==> src/rtl/serial_fsm_sequencer_pkg.sv <==
// ---------------------------------------------------------------------------
// seq_pkg
//   Shared types and helpers for serial_fsm_sequencer.
//   - seq_state_t : frame controller states.
//   - clog2_w     : ceil(log2(n)) with a floor of 1, used to size the bit
//                   index and the ones counter.
// ---------------------------------------------------------------------------
package seq_pkg;

  typedef enum logic [1:0] {
    IDLE  = 2'd0,
    CLEAR = 2'd1,
    SHIFT = 2'd2,
    DONE  = 2'd3
  } seq_state_t;

  // Number of bits needed to hold the values 0..n-1. Never returns 0,
  // so a counter built from it always has at least one bit.
  function automatic int clog2_w(input int n);
    int w;
    w = 1;
    while ((1 << w) < n) w++;
    return w;
  endfunction

endpackage

==> src/rtl/serial_fsm_sequencer.sv <==
// ---------------------------------------------------------------------------
// serial_fsm_sequencer
//   Frame-level controller for a bit-serial sequence detector. Takes a
//   WIDTH-bit word over valid/ready, optionally pulses a detector clear,
//   feeds the word one bit per cycle on fsm_x, captures the detector output
//   fsm_y for each bit into out_data and counts the ones in out_ones.
//
// Ports
//   clk        rising-edge clock
//   reset      asynchronous active-low reset
//   in_valid   producer offers a frame
//   in_ready   frame accepted this cycle when in_valid is also high
//   in_data    frame bits
//   in_clear   clear the detector before feeding (qualified by accept)
//   abort      discard the frame in flight (CLEAR/SHIFT only)
//   fsm_clr    synchronous clear pulse to the detector
//   fsm_en     detector advances at this clock edge
//   fsm_x      serial bit to the detector
//   fsm_y      detector output (combinational from its state and x)
//   out_valid  result available
//   out_ready  consumer takes the result
//   out_data   bit i = y sampled while in_data bit i was applied
//   out_ones   popcount of out_data
//   busy       state is CLEAR or SHIFT
// ---------------------------------------------------------------------------
module serial_fsm_sequencer
  import seq_pkg::*;
#(
  parameter int       WIDTH     = 8,
  parameter bit       LSB_FIRST = 1'b1,
  localparam int      OW        = clog2_w(WIDTH + 1)
) (
  input  logic             clk,
  input  logic             reset,
  input  logic             in_valid,
  output logic             in_ready,
  input  logic [WIDTH-1:0] in_data,
  input  logic             in_clear,
  input  logic             abort,
  output logic             fsm_clr,
  output logic             fsm_en,
  output logic             fsm_x,
  input  logic             fsm_y,
  output logic             out_valid,
  input  logic             out_ready,
  output logic [WIDTH-1:0] out_data,
  output logic [OW-1:0]    out_ones,
  output logic             busy
);

  localparam int IW = clog2_w(WIDTH);

  seq_state_t       state_q, state_d;
  logic [WIDTH-1:0] data_q;
  logic [WIDTH-1:0] res_q;
  logic [IW-1:0]    idx_q;
  logic [OW-1:0]    ones_q;
  logic             pend_q;   // a frame is waiting behind the CLEAR cycle

  logic             accept;
  logic             last_bit;
  logic [IW-1:0]    pos;      // bit position fed / captured this cycle

  // Ready depends only on state and the consumer, never on in_valid, so a
  // DONE result can be handed off and a new frame taken in the same cycle.
  assign in_ready = (state_q == IDLE) || ((state_q == DONE) && out_ready);
  assign accept   = in_valid && in_ready;
  assign last_bit = (idx_q == IW'(WIDTH - 1));
  assign pos      = LSB_FIRST ? idx_q : (IW'(WIDTH - 1) - idx_q);

  // -------------------------------------------------------------------------
  // State register
  // -------------------------------------------------------------------------
  // NOTE: sequential state is written with non-blocking assignments so every
  // flop samples pre-edge values regardless of process evaluation order.
  always_ff @(posedge clk or negedge reset) begin
    if (!reset) state_q <= IDLE;
    else        state_q <= state_d;
  end

  // -------------------------------------------------------------------------
  // Next-state logic
  // -------------------------------------------------------------------------
  // NOTE: state_d is defaulted before the case so no path leaves it
  // unassigned, which would otherwise infer a latch.
  always_comb begin
    state_d = state_q;
    case (state_q)
      IDLE:  if (accept) state_d = in_clear ? CLEAR : SHIFT;
      // An abort here re-enters CLEAR with pend_q dropped, so the detector
      // is cleared once more and the controller then falls back to IDLE.
      CLEAR: if (abort)       state_d = CLEAR;
             else if (pend_q) state_d = SHIFT;
             else             state_d = IDLE;
      // Abort is checked first so it wins even on the last bit.
      SHIFT: if (abort)         state_d = CLEAR;
             else if (last_bit) state_d = DONE;
      DONE:  if (accept)         state_d = in_clear ? CLEAR : SHIFT;
             else if (out_ready) state_d = IDLE;
      default: state_d = IDLE;
    endcase
  end

  // -------------------------------------------------------------------------
  // Output logic (Moore, decoded from the registered state)
  // -------------------------------------------------------------------------
  always_comb begin
    fsm_clr   = 1'b0;
    fsm_en    = 1'b0;
    fsm_x     = 1'b0;
    out_valid = 1'b0;
    busy      = 1'b0;
    case (state_q)
      CLEAR: begin
        fsm_clr = 1'b1;
        busy    = 1'b1;
      end
      SHIFT: begin
        fsm_en  = 1'b1;
        fsm_x   = data_q[pos];
        busy    = 1'b1;
      end
      DONE:    out_valid = 1'b1;
      default: ;
    endcase
  end

  // -------------------------------------------------------------------------
  // Frame datapath: latched word, bit index, captured result, ones count
  // -------------------------------------------------------------------------
  // NOTE: the data registers are reset along with the control state because
  // out_data and out_ones are visible outputs that must read 0 in reset.
  always_ff @(posedge clk or negedge reset) begin
    if (!reset) begin
      data_q <= '0;
      res_q  <= '0;
      idx_q  <= '0;
      ones_q <= '0;
      pend_q <= 1'b0;
    end else if (accept) begin
      data_q <= in_data;
      res_q  <= '0;
      idx_q  <= '0;
      ones_q <= '0;
      pend_q <= 1'b1;
    end else if (busy && abort) begin
      // Partial result is thrown away; nothing of it ever reaches out_valid.
      res_q  <= '0;
      idx_q  <= '0;
      ones_q <= '0;
      pend_q <= 1'b0;
    end else if (state_q == SHIFT) begin
      res_q[pos] <= fsm_y;
      ones_q     <= ones_q + OW'(fsm_y);
      idx_q      <= idx_q + 1'b1;
    end
  end

  assign out_data = res_q;
  assign out_ones = ones_q;

endmodule

==> config.mk <==
export PLATFORM = sky130hd
export DESIGN_NAME = serial_fsm_sequencer
export DESIGN_NICKNAME = d
export VERILOG_FILES = /design/src/rtl/serial_fsm_sequencer_pkg.sv /design/src/rtl/serial_fsm_sequencer.sv
export SDC_FILE = /design/constraint.sdc
export NUM_CORES = 1
export LEC_CHECK = 0
export BUFFER_PORTS_ARGS = -buffer_cell sky130_fd_sc_hd__buf_2
export CAP_MARGIN = 25
export CORE_MARGIN = 1.5
export CORE_UTILIZATION = 42
export CTS_CLUSTER_SIZE = 30
export DETAILED_ROUTE_END_ITERATION = 8
export SLEW_MARGIN = 20
export SYNTH_ARGS = -nofsm -noshare
export SYNTH_HDL_FRONTEND = slang
export SYNTH_SLANG_ARGS = --single-unit
==> constraint.sdc <==
create_clock -name clk -period 1.8 [get_ports clk]
set_input_delay 0.36 -clock clk [delete_from_list [all_inputs] [get_ports clk]]
set_output_delay 0.36 -clock clk [all_outputs]
set_load 0.005 [all_outputs]
## After elaboration in Yosys (flattened, before gate mapping)

Index checks and enable logic that the tools add are counted.

- Order comparisons: 2
- Equality and inequality tests: 7
- Reductions and logical operators: 10
- Add/subtract/negate cells: 2
- Mux-type cells: 30

Operators with widths:

| cell | count |
|---|---|
| $mux 8 | 3 |
| $mux 2 | 8 |
| $mux 4 | 3 |
| $mux 1 | 9 |
| $mux 3 | 3 |
| $bwmux 8 | 1 |
| $pmux 2 s4 | 1 |
| $ne 3x3->1 const B | 2 |
| $add 4x1->4 | 1 |
| $eq 2x2->1 const B | 2 |
| $logic_and 1x1->1 | 4 |
| $lt 3x4->1 const B | 1 |
| $add 3x1->3 const B | 1 |
| $bmux 1 s3 | 1 |
| $demux 1 s3 | 1 |
| $eq 3x3->1 const B | 1 |
| $ge 3x1->1 const B | 1 |
| $reduce_and 3->1 | 1 |
| $reduce_bool 3->1 | 1 |
| $eq 2x1->1 const B | 1 |
| $logic_not 2->1 | 1 |
| $ne 2x2->1 const B | 1 |
| $reduce_bool 2->1 | 1 |
| $reduce_or 2->1 | 1 |
| $logic_or 1x1->1 | 1 |

- Bits of input ports: 15
- Logic and storage cells: 57
- Output and inout bits: 18
- Flip-flop bits (word level): 26

## Logic depth before layout (Yosys ltp)

Gate-level depths: netlist of run 1.

- Depth in word-level cells: 8
- Gate-level depth with buffers: 7
- Gate-level depth less buffers: 5

## Worst setup path before layout of run 1

OpenSTA, ideal clock, no wires.

- Kind: reg-to-reg
- Start point: reg state_q[0]
- End point: reg state_q[1]
- Setup slack: 0.246 ns
- Cell stages (with the launch flop): 7
- Data arrival time: 1.472 ns
- Buffers on the path: 1
- Setup time: 0.082 ns
- Clock period less this slack: 1.554 ns
- Data required time: 1.718 ns
- Cell sequence: dfrtp_1 -> inv_1 -> ha_1 -> buf_4 -> or3b_4 -> and3_4 -> a31oi_1

- Word-level cells in the longest chain between the ends: 6
- Elaborated cells on any way between the ends: 13
- Classes of those cells: 6 x eq/ne; 2 x mux; 5 x reduce/logical

RTL lines:

| element | line | RTL |
|---|---|---|
| from (decl) | serial_fsm_sequencer.sv:53 | `seq_state_t state_q, state_d;` |
| from (signal assigned) | serial_fsm_sequencer.sv:78 | `else state_q <= state_d;` |
| $eq 2x2->1 | serial_fsm_sequencer.sv:66, serial_fsm_sequencer.sv:88 |  |
| $logic_and 1x1->1 | serial_fsm_sequencer.sv:66 | `assign in_ready = (state_q == IDLE) \|\| ((state_q == DONE) && out_ready);` |
| $logic_or 1x1->1 | serial_fsm_sequencer.sv:66 |  |
| $logic_and 1x1->1 | serial_fsm_sequencer.sv:67 | `assign accept = in_valid && in_ready;` |
| $mux 2, or another cell as far along | serial_fsm_sequencer.sv:98 | `DONE: if (accept) state_d = in_clear ? CLEAR : SHIFT;` |
| $pmux 2 s4 or $reduce_and 3->1 (tied branches) | n/a |  |

Several ways; a longest one is shown, not always the timed one.
A chain may end at the register's enable or synchronous reset.

## Worst setup path after layout of run 1

- Start point: reg idx_q[1]
- End point: out fsm_x

- Word-level cells in the longest chain between the ends: 3

RTL lines:

| element | line | RTL |
|---|---|---|
| from (decl) | serial_fsm_sequencer.sv:56 | `logic [IW-1:0] idx_q;` |
| from (signal assigned) | serial_fsm_sequencer.sv:155 | `idx_q <= idx_q + 1'b1;` |
| $bmux 1 s3 | serial_fsm_sequencer.sv:120 | `fsm_x = data_q[pos];` |
| $mux 1 (not written as such) | serial_fsm_sequencer.sv:120 |  |
| $mux 1 | serial_fsm_sequencer.sv:113 | `case (state_q)` |
| to (decl) | serial_fsm_sequencer.sv:42 | `output logic fsm_x,` |

No other way between the ends. The select of a mux whose other input is x is not followed.

==> flow_summary.yaml, run 1 <==
pwr:
  power_uw: 2480
  swShare_pct: 37.2
  ir_worst_vdd_mv: 0.548
  leakagePower_uw: 0.000881
  comb_power_share_pct: 51.8
  share_seq_of_total_power_pct: 36.6
  p_int_uw: 1560
  power.density_nw_per_um2: 1430
  power.net_switching_uw: 924
  clkPwrFrac_pct: 11.5
placement:
  place_hpwl_um: 2070
  io_buffers: 32
  routabilityCongestion: 0.809
timing:
  fmax_ghz: 0.539
  worst_clock_skew_ns: 0.00556
  setup_viol: 1
  maxSlewHeadroom_pct: 61.7
  hold_viol: 0
  hold_slack_ns: 0.0251
  fin_crit_ns: 1.86
  setup_ws_ns: -0.0566
  finalCritPeriodShare_pct: 103
  slew_viol_final: 0
  tightest_slew_ns: 0.574
  rsz0062_at_grt: "true"
die:
  start_util_pct: 45.0
  row_count: 20
  io_pins: 33
  die_h_um: 60.9
  die_w_um: 60.9
  core_area_um2: 3130
  dieArea_um2: 3710
clocking:
  clockBufferDepth: 2
  clock-sinks: 26
  h-tree-depth: 1
  clock_latency_ns: 0.31
  cts_tree: "yes"
  hold_buffers: 0
  root_buffer: "clkbuf_4"
  clk_pin_slew_worst_paths_ns: 0.14
  cts-buffers-inserted: 3
logic_synthesis:
  async_reset_ff_share_pct: 100
  ys_warn_count: 0
  synth.area.top_cells: "dfrtp_1 46%, mux2i_1 11%, ha_1 8.0%"
  synth.distinct_cells: 35
  ys_seq_area_share_pct: 46.2
  ys_ff_latch: 26
  ys.flop_type: "dfrtp_1"
  yosys.area.top_type: "dfrtp_1"
  synthesis.nets: 146
  synth_area_um2: 1410
  yosysTopAreaCellShare_pct: 46.2
  syn_area_per_cell_um2: 11.5
  synth-edff-count: 0
  postSynthCellCount: 122
cells_and_area:
  diodes: 0
  nFillCells: 287
  multiInputGateArea_um2: 741
  layout-drive-gt1-share_pct: 43.2
  area_growth_syn_to_layout_pct: 23.6
  seq_area_um2: 653
  nets: 187
routing:
  drc_errors: 0
  firstDrtPassIters: 4
  dr.first_iter.drc_count: 60
  vias: 1086
  routed_wl_um: 2800
  ant_nets: 0
  vias_per_cell: 5.27
  avgRoutedWirePerCell_um: 13.6
critical_path:
  start_kind: "flop"
  cp.arrival_ns: 1.50
  r2r-end: "state_q[1]"
  crit_type: "reg -> out"
  rr_worst_depth: 6
  crit_path_end_kind: "output pin"
  crit_chain: "mux2i_1 > o32ai_1 > o31a_1 > buf_2"
  slowest_stage: "dfrtp_2"
  path_delay_family: "flip-flops"
  crit_buf_inv: 1
  path_max_fanout: 6
  r2r_slack_ns: 0.05
  rr_startpoint: "idx_q[1]"
  cp.required_ns: 1.44
  cpPeakStageDelay_ns: 0.46
global_route:
  grt_pass1_vias: 1042
  grt_pass1_wl_um: 4550
  grt.overflow.total: 0
  grt_usage_pct: 16.5
  antenna_found_initial: 0
  grt_max_degree: 27
min_path:
  min_path_type: "in -> async"
flow_run:
  maxCapViolCount: 0
outcome:
  outcome: "finished, violations left"
  violations: "negative setup slack"
==> timing repair <==
action | 4_1_cts | 5_1_grt
setup buffers | 4 | 1
pin swaps | 4 | 1
cloned | 0 | 0
setup endpoints to repair | 1 | 4
resized for setup | 3 | 7
==> routing by layer <==
metal / vias to the layer above / GRT usage [%] / wire length [um]
li1: 518 / - / -
met3: 4 / 1.92 / 111
met5: - / 0 / 0
met4: 0 / 8.70 / 36
met2: 24 / 27.3 / 1340
met1: 540 / 21.1 / 1310
==> worst register-to-register path: cells and delay by family (launching register included) <==
kind                     cells  cell delay (ns)
AND/OR/NAND/NOR              2             0.58
flip-flops                   1             0.48
adder cells (fa/ha/maj)      2             0.34
buffers and inverters        1             0.16
AO/OA/AOI/OAI                1             0.12
==> power groups by stage <==
stage	sequential [uW]	clock, uW	combinational, uW
6_report	910	286	1290
5_1_grt	924	318	1430
4_1_cts	891	302	1230
3_5_place_dp	911	0	1140
3_3_place_gp	905	0	1090
2_1_floorplan	867	0	823
==> cells in the mapped netlist, drive strengths merged (2+ instances only) <==
cell type / count
inv: 2
nand2: 6
mux2i: 15
nand4b: 3
and4bb: 2
a21oi: 3
mux2: 8
nor2: 15
or3b: 2
nand4: 2
dfrtp: 26
xor2: 2
a31oi: 4
buf: 6
ha: 9
==> area by class of cell <==
type,count,area share [%]
multi-input cells,87,42.6
flip-flops and latches,26,37.6
repair buffers,43,14.2
well taps,44,3.17
clock buffers,4,2.09
inverters,2,0.432
==> flip-flops by register name (all words and copies together), names as in the netlist <==
register  count
idx_q         3
data_q        8
state_q       2
out_ones      4
out_data      8
pend_q        1
==> kinds of logic (layout without fill, tap and decap cells) <==
group           count (synthesis)  after routing  synth area share [%]
compound gates                 15             15                  7.38
xor+xnor                        3              3                  1.87
fa+ha+maj                       9              9                  8.00
buf+inv                         9             49                  3.11
flops                          26             26                  46.2
mux                            23             23                  17.1
simple gates                   37             37                  16.4
==> metrics by stage <==
stage / TNS, ns / setup WS (ns) / cell area [um^2] / util, % / cells
after floorplan: 0 / 0.246 / 1410 / - / 122
final: -0.0566 / -0.0566 / 1740 / 55.6 / 206
after global routing: -0.127 / -0.118 / 1740 / 55.6 / 206
after detailed placement: 0 / 0.156 / 1630 / 52.2 / 197
after global placement: 0 / 0.225 / 1630 / 52.2 / 197
after CTS: -0.0522 / -0.0522 / 1710 / 54.5 / 205
==> cells in the final DEF (no fill, tap or decap), types with 2 or more instances in the layout <==
cell type	netlist	layout
buf_2	5	32
a31oi_1	4	4
dfrtp_1	26	24
nand2_1	5	5
xor2_1	2	2
mux2i_1	15	15
ha_1	9	6
clkbuf_4	0	3
nor2_1	15	15
buf_4	1	10
nand4b_1	3	3
inv_2	0	2
mux2_2	8	8
nand4_1	2	2
dfrtp_2	0	2
ha_4	0	2
a21oi_1	3	3
and4bb_2	2	2
==> worst max path at each step <==
stage / from / end / slack [ns] / cells past startpoint
floorplan: state_q[0] / state_q[1] / 0.25 / 6
global placement: idx_q[1] / state_q[0] / 0.23 / 5
detailed placement: state_q[0] / state_q[0] / 0.16 / 5
CTS: idx_q[1] / fsm_x / -0.05 / 4
global route: idx_q[1] / fsm_x / -0.12 / 4
finish: idx_q[1] / fsm_x / -0.06 / 4
(Power assumes the default switching activity.)
==> inputs of run 2 (changes only) <==
==> constraint.sdc (replaced) <==
create_clock -name clk -period 1.8 [get_ports clk]
set_input_delay 0.36 -clock clk [delete_from_list [all_inputs] [get_ports clk]]
set_output_delay 0.36 -clock clk [all_outputs]
set_load 0.01 [all_outputs]
==> flow_summary.yaml, run 2 (synthesized netlist as in run 1, its figures left out) <==
outcome:
  outcome: "finished, violations left"
  violations: "negative setup slack"
die:
  start_util_pct: 45.0
  dieArea_um2: 3710
  row_count: 20
  core_area_um2: 3130
  die_w_um: 60.9
  io_pins: 33
  die_h_um: 60.9
timing:
  rsz0062_at_grt: "true"
  fin_crit_ns: 1.87
  setup_ws_ns: -0.0690
  tightest_slew_ns: 0.556
  worst_clock_skew_ns: 0.00425
  setup_viol: 1
  maxSlewHeadroom_pct: 62.9
  finalCritPeriodShare_pct: 104
  fin_tns_setup_ns: -0.0690
  hold_slack_ns: 0.0198
  slew_viol_final: 0
  fmax_ghz: 0.535
  hold_viol: 0
cells_and_area:
  mostFrequentLayoutCell: "buf_2"
  nets: 189
  diodes: 0
  area_growth_syn_to_layout_pct: 24.2
  final_cell_mix: "31 x buf_2, 24 x dfrtp_1, 15 x mux2i_1, 15 x nor2_1, 11 x buf_4"
  design_area_um2: 1750
  layout-drive-gt1-share_pct: 43.6
clocking:
  cts-buffers-inserted: 3
  clock-sinks: 26
  h-tree-depth: 1
  cts_tree: "yes"
  root_buffer: "clkbuf_4"
  clk_pin_slew_worst_paths_ns: 0.12
  clock_latency_ns: 0.31
  clockBufferDepth: 2
placement:
  placed_area_um2: 1630
  routabilityCongestion: 0.764
  io_buffers: 32
  pre_cts_ws_ns: 0.184
  place_hpwl_um: 2000
routing:
  drc_errors: 0
  firstDrtPassIters: 4
  ant_nets: 0
  vias: 1088
  avgRoutedWirePerCell_um: 13.2
  vias_per_cell: 5.26
  dr.first_iter.drc_count: 43
  routed_wl_um: 2740
pwr:
  power.density_nw_per_um2: 1430
  swShare_pct: 37.6
  comb_power_share_pct: 54.6
  ir_worst_vdd_mv: 0.680
  p_int_uw: 1560
  leakagePower_uw: 0.000888
  clkPwrFrac_pct: 9.3
  share_seq_of_total_power_pct: 36.1
  power.net_switching_uw: 940
global_route:
  antenna_found_initial: 0
  grt_pass1_wl_um: 4440
  grt.overflow.total: 0
  grt_usage_pct: 16.3
  grt_pass1_vias: 994
  grt_max_degree: 27
min_path:
  min_path_type: "in -> async"
critical_path:
  rr_startpoint: "idx_q[1]"
  cp.required_ns: 1.44
  crit_chain: "mux2i_1 > a211oi_1 > o31a_1 > buf_2"
  crit_path_end_kind: "output pin"
  start_kind: "flop"
  cp.arrival_ns: 1.51
  cp-endpoint: "fsm_x"
  startpoint: "idx_q[1]"
  crit_type: "reg -> out"
  cpPeakStageDelay_ns: 0.45
  worst-path-stages: 4
  path_delay_family: "flip-flops"
  slowest_stage: "dfrtp_2"
  crit_buf_inv: 1
  rr_worst_depth: 6
  r2r_slack_ns: 0.07
  path_max_fanout: 6
  r2r-end: "state_q[1]"
flow_run:
  maxCapViolCount: 0
==> run 2: cell count changes in the layout (fill, tap and decap cells not counted), sizes merged <==
| cell | before | now |
|---|---|---|
| buf | 43 | 45 |
| clkbuf | 4 | 3 |
==> run 2: worst register-to-register path, stage by stage (launching register included) <==
cell	delay, ns
dfrtp_2	0.48
buf_4	0.15
ha_1	0.17
ha_1	0.18
or3b_4	0.38
and3_4	0.19
a31oi_1	0.11
==> run 2: timing repair <==
| action | CTS | global route |
|---|---|---|
| resized for setup | 4 | 7 |
| buffers inserted | 5 | 2 |
| hold buffers | 0 | 0 |
| setup endpoints to repair | 1 | 5 |
| pin swaps | 3 | 1 |
==> run 2: layout make-up <==
type,count,area (um^2)
clock buffers,3,22.5
fillers,276,1380
inverters,2,7.51
multi-input cells,87,738
flip-flops and latches,26,653
well taps,44,55.1
repair buffers,45,272
==> run 2: worst min-delay path by stage <==
stage / depth (start not counted) / slack [ns] / from / end
detailed placement: 1 / 0.39 / reset / out_data[0]
CTS: 1 / 0.03 / reset / out_data[0]
finish: 1 / 0.02 / reset / out_data[0]
global placement: 1 / 0.38 / reset / out_data[0]
floorplan: 0 / 0.06 / reset / data_q[0]
global route: 1 / 0.06 / reset / out_data[0]
==> run 2: power groups by stage <==
stage / sequential (uW) / combinational, uW / clock [uW]
6_report: 902 / 1370 / 231
3_5_place_dp: 909 / 1170 / 0
2_1_floorplan: 877 / 859 / 0
5_1_grt: 924 / 1510 / 257
3_3_place_gp: 908 / 1130 / 0
4_1_cts: 885 / 1280 / 242
==> run 2: per-stage QoR <==
| stage | utilization [%] | power (uW) | instances |
|---|---|---|---|
| 3_3_place_gp | 52.2 | 2040 | 197 |
| 5_1_grt | 55.9 | 2690 | 207 |
| 6_report | 55.9 | 2500 | 207 |
| 3_5_place_dp | 52.2 | 2080 | 197 |
| 4_1_cts | 54.4 | 2400 | 205 |
| 2_1_floorplan | - | 1740 | 122 |
==> run 2: per-layer routing <==
layer  track usage, %  up-vias  wire, um
met2             26.0       31      1310
met1             21.7      525      1250
met4             8.70        0        74
li1                 -      524         -
met5                0        -         0
met3             1.92        8       104
==> inputs of run 3 (changes only) <==
--- a/config.mk
+++ b/config.mk
@@ -11,6 +11,7 @@
 export CORE_UTILIZATION = 42
 export CTS_CLUSTER_SIZE = 30
 export DETAILED_ROUTE_END_ITERATION = 8
+export PLACE_DENSITY = 0.67
 export SLEW_MARGIN = 20
 export SYNTH_ARGS = -nofsm -noshare
 export SYNTH_HDL_FRONTEND = slang
==> constraint.sdc (replaced) <==
create_clock -name clk -period 1.6 [get_ports clk]
set_input_delay 0.32 -clock clk [delete_from_list [all_inputs] [get_ports clk]]
set_output_delay 0.32 -clock clk [all_outputs]
set_load 0.01 [all_outputs]
==> flow_summary.yaml, run 3 (synthesized netlist as in run 1, its figures left out) <==
routing:
  ant_nets: 0
  dr.first_iter.drc_count: 12
  routed_wl_um: 2880
  drc_errors: 0
  avgRoutedWirePerCell_um: 13.6
  firstDrtPassIters: 3
  vias_per_cell: 5.03
  vias: 1062
global_route:
  antenna_found_initial: 0
  grt.overflow.total: 0
  grt_max_degree: 27
  grtUsageMet3_pct: 2.13
  use_met1_pct: 21.1
  busiest_layer: "met2"
  grt_pass1_wl_um: 4490
  use_met2_pct: 27.8
  grt_pass1_vias: 1022
  grt_usage_pct: 16.4
die:
  die_w_um: 60.9
  die_h_um: 60.9
  core_area_um2: 3130
  start_util_pct: 45.0
  io_pins: 33
  row_count: 20
  dieArea_um2: 3710
timing:
  hold_viol: 0
  worst_clock_skew_ns: 0.00358
  slew_viol_final: 0
  finalCritPeriodShare_pct: 112
  tightest_slew_ns: 0.564
  maxSlewHeadroom_pct: 62.4
  hold_slack_ns: 0.235
  fin_crit_ns: 1.79
  setup_ws_ns: -0.192
  fmax_ghz: 0.558
  setup_viol: 5
  rsz0062_at_grt: "true"
critical_path:
  path_max_fanout: 5
  r2r-end: "state_q[1]"
  cpPeakStageDelay_ns: 0.44
  crit_chain: "inv_2 > ha_4 > buf_4 > o31a_1 > buf_2"
  slowest_stage: "dfrtp_1"
  rr_worst_depth: 6
  r2r_slack_ns: -0.16
  crit_type: "reg -> out"
  start_kind: "flop"
  cp.arrival_ns: 1.47
  rr_startpoint: "idx_q[1]"
  crit_path_end_kind: "output pin"
  cp.required_ns: 1.28
cells_and_area:
  layout.cells.non_filler: 211
  layout-drive-gt1-share_pct: 48.5
  mostFrequentLayoutCell: "buf_2"
  final_cell_mix: "29 x buf_2, 23 x dfrtp_1, 15 x mux2i_1, 15 x nor2_1, 13 x buf_4"
  utilization_pct: 60.1
  diodes: 0
  nets: 193
  area_growth_syn_to_layout_pct: 33.6
placement:
  pre_cts_ws_ns: -0.0759
  io_buffers: 32
  place_hpwl_um: 1980
  routabilityCongestion: 0.800
  dp_cells: 197
clocking:
  clk_pin_slew_worst_paths_ns: 0.13
  h-tree-depth: 1
  cts-buffers-inserted: 3
  clock_latency_ns: 0.31
  clockBufferDepth: 2
  root_buffer: "clkbuf_4"
  cts_tree: "yes"
  clock-sinks: 26
flow_run:
  maxCapViolCount: 0
min_path:
  hp-start: "in_data[6]"
  worstHoldEndpoint: "data_q[6]"
  min_path_cells: 2
  min_path_type: "in -> reg"
pwr:
  power.density_nw_per_um2: 1660
  ir_worst_vdd_mv: 0.672
  leakagePower_uw: 0.000910
outcome:
  violations: "negative setup slack"
  outcome: "finished, violations left"
==> run 3: timing repair <==
| action | 4_1_cts | 5_1_grt |
|---|---|---|
| setup endpoints to repair | 29 | 16 |
| buffers inserted | 6 | 5 |
| resized for setup | 14 | 15 |
| pin swaps | 2 | 3 |
| endpoints found under the hold margin | 2 | 0 |
| hold buffers | 1 | 0 |
==> run 3: cell type report <==
type	instances	area, um^2
clock buffer	3	22.5
fill	281	1250
inverter	2	7.51
multi-input combinational	87	821
sequential	26	654
tap	44	55.1
timing repair buffer	49	320
==> run 3: report_power, final <==
| group | switching (uW) | internal (uW) |
|---|---|---|
| clock | 176 | 87.9 |
| sequential | 152 | 861 |
| combinational | 851 | 999 |
| total | 1180 | 1950 |
==> run 3: worst max-delay path: cells and delay by family (launching register included) <==
| family | cells | cell delay, ns |
|---|---|---|
| compound gates | 1 | 0.14 |
| fa+ha+maj | 1 | 0.18 |
| buf+inv | 3 | 0.41 |
| flops | 1 | 0.44 |
==> run 3: worst max-delay path by stage <==
stage,start,endpoint,slack [ns]
after floorplan,state_q[0],state_q[1],0.02
after global placement,idx_q[1],state_q[0],0.01
after detailed placement,idx_q[1],state_q[1],-0.08
after CTS,idx_q[0],fsm_x,-0.20
after global routing,idx_q[0],fsm_x,-0.30
final,state_q[0],fsm_x,-0.19
==> run 3: layer usage <==
layer  vias up  share of wire (%)
met2        20                 51
li1        529                  -
met4         0               0.73
met5         -                  0
met1       511                 44
met3         2                3.4
==> run 3: through the flow <==
stage | setup TNS (ns) | total power [uW] | instance area [um^2]
floorplan | 0 | 1960 | 1410
global placement | 0 | 2270 | 1630
detailed placement | -0.468 | 2330 | 1630
CTS | -0.605 | 2830 | 1760
global route | -0.856 | 3350 | 1880
finish | -0.536 | 3130 | 1880
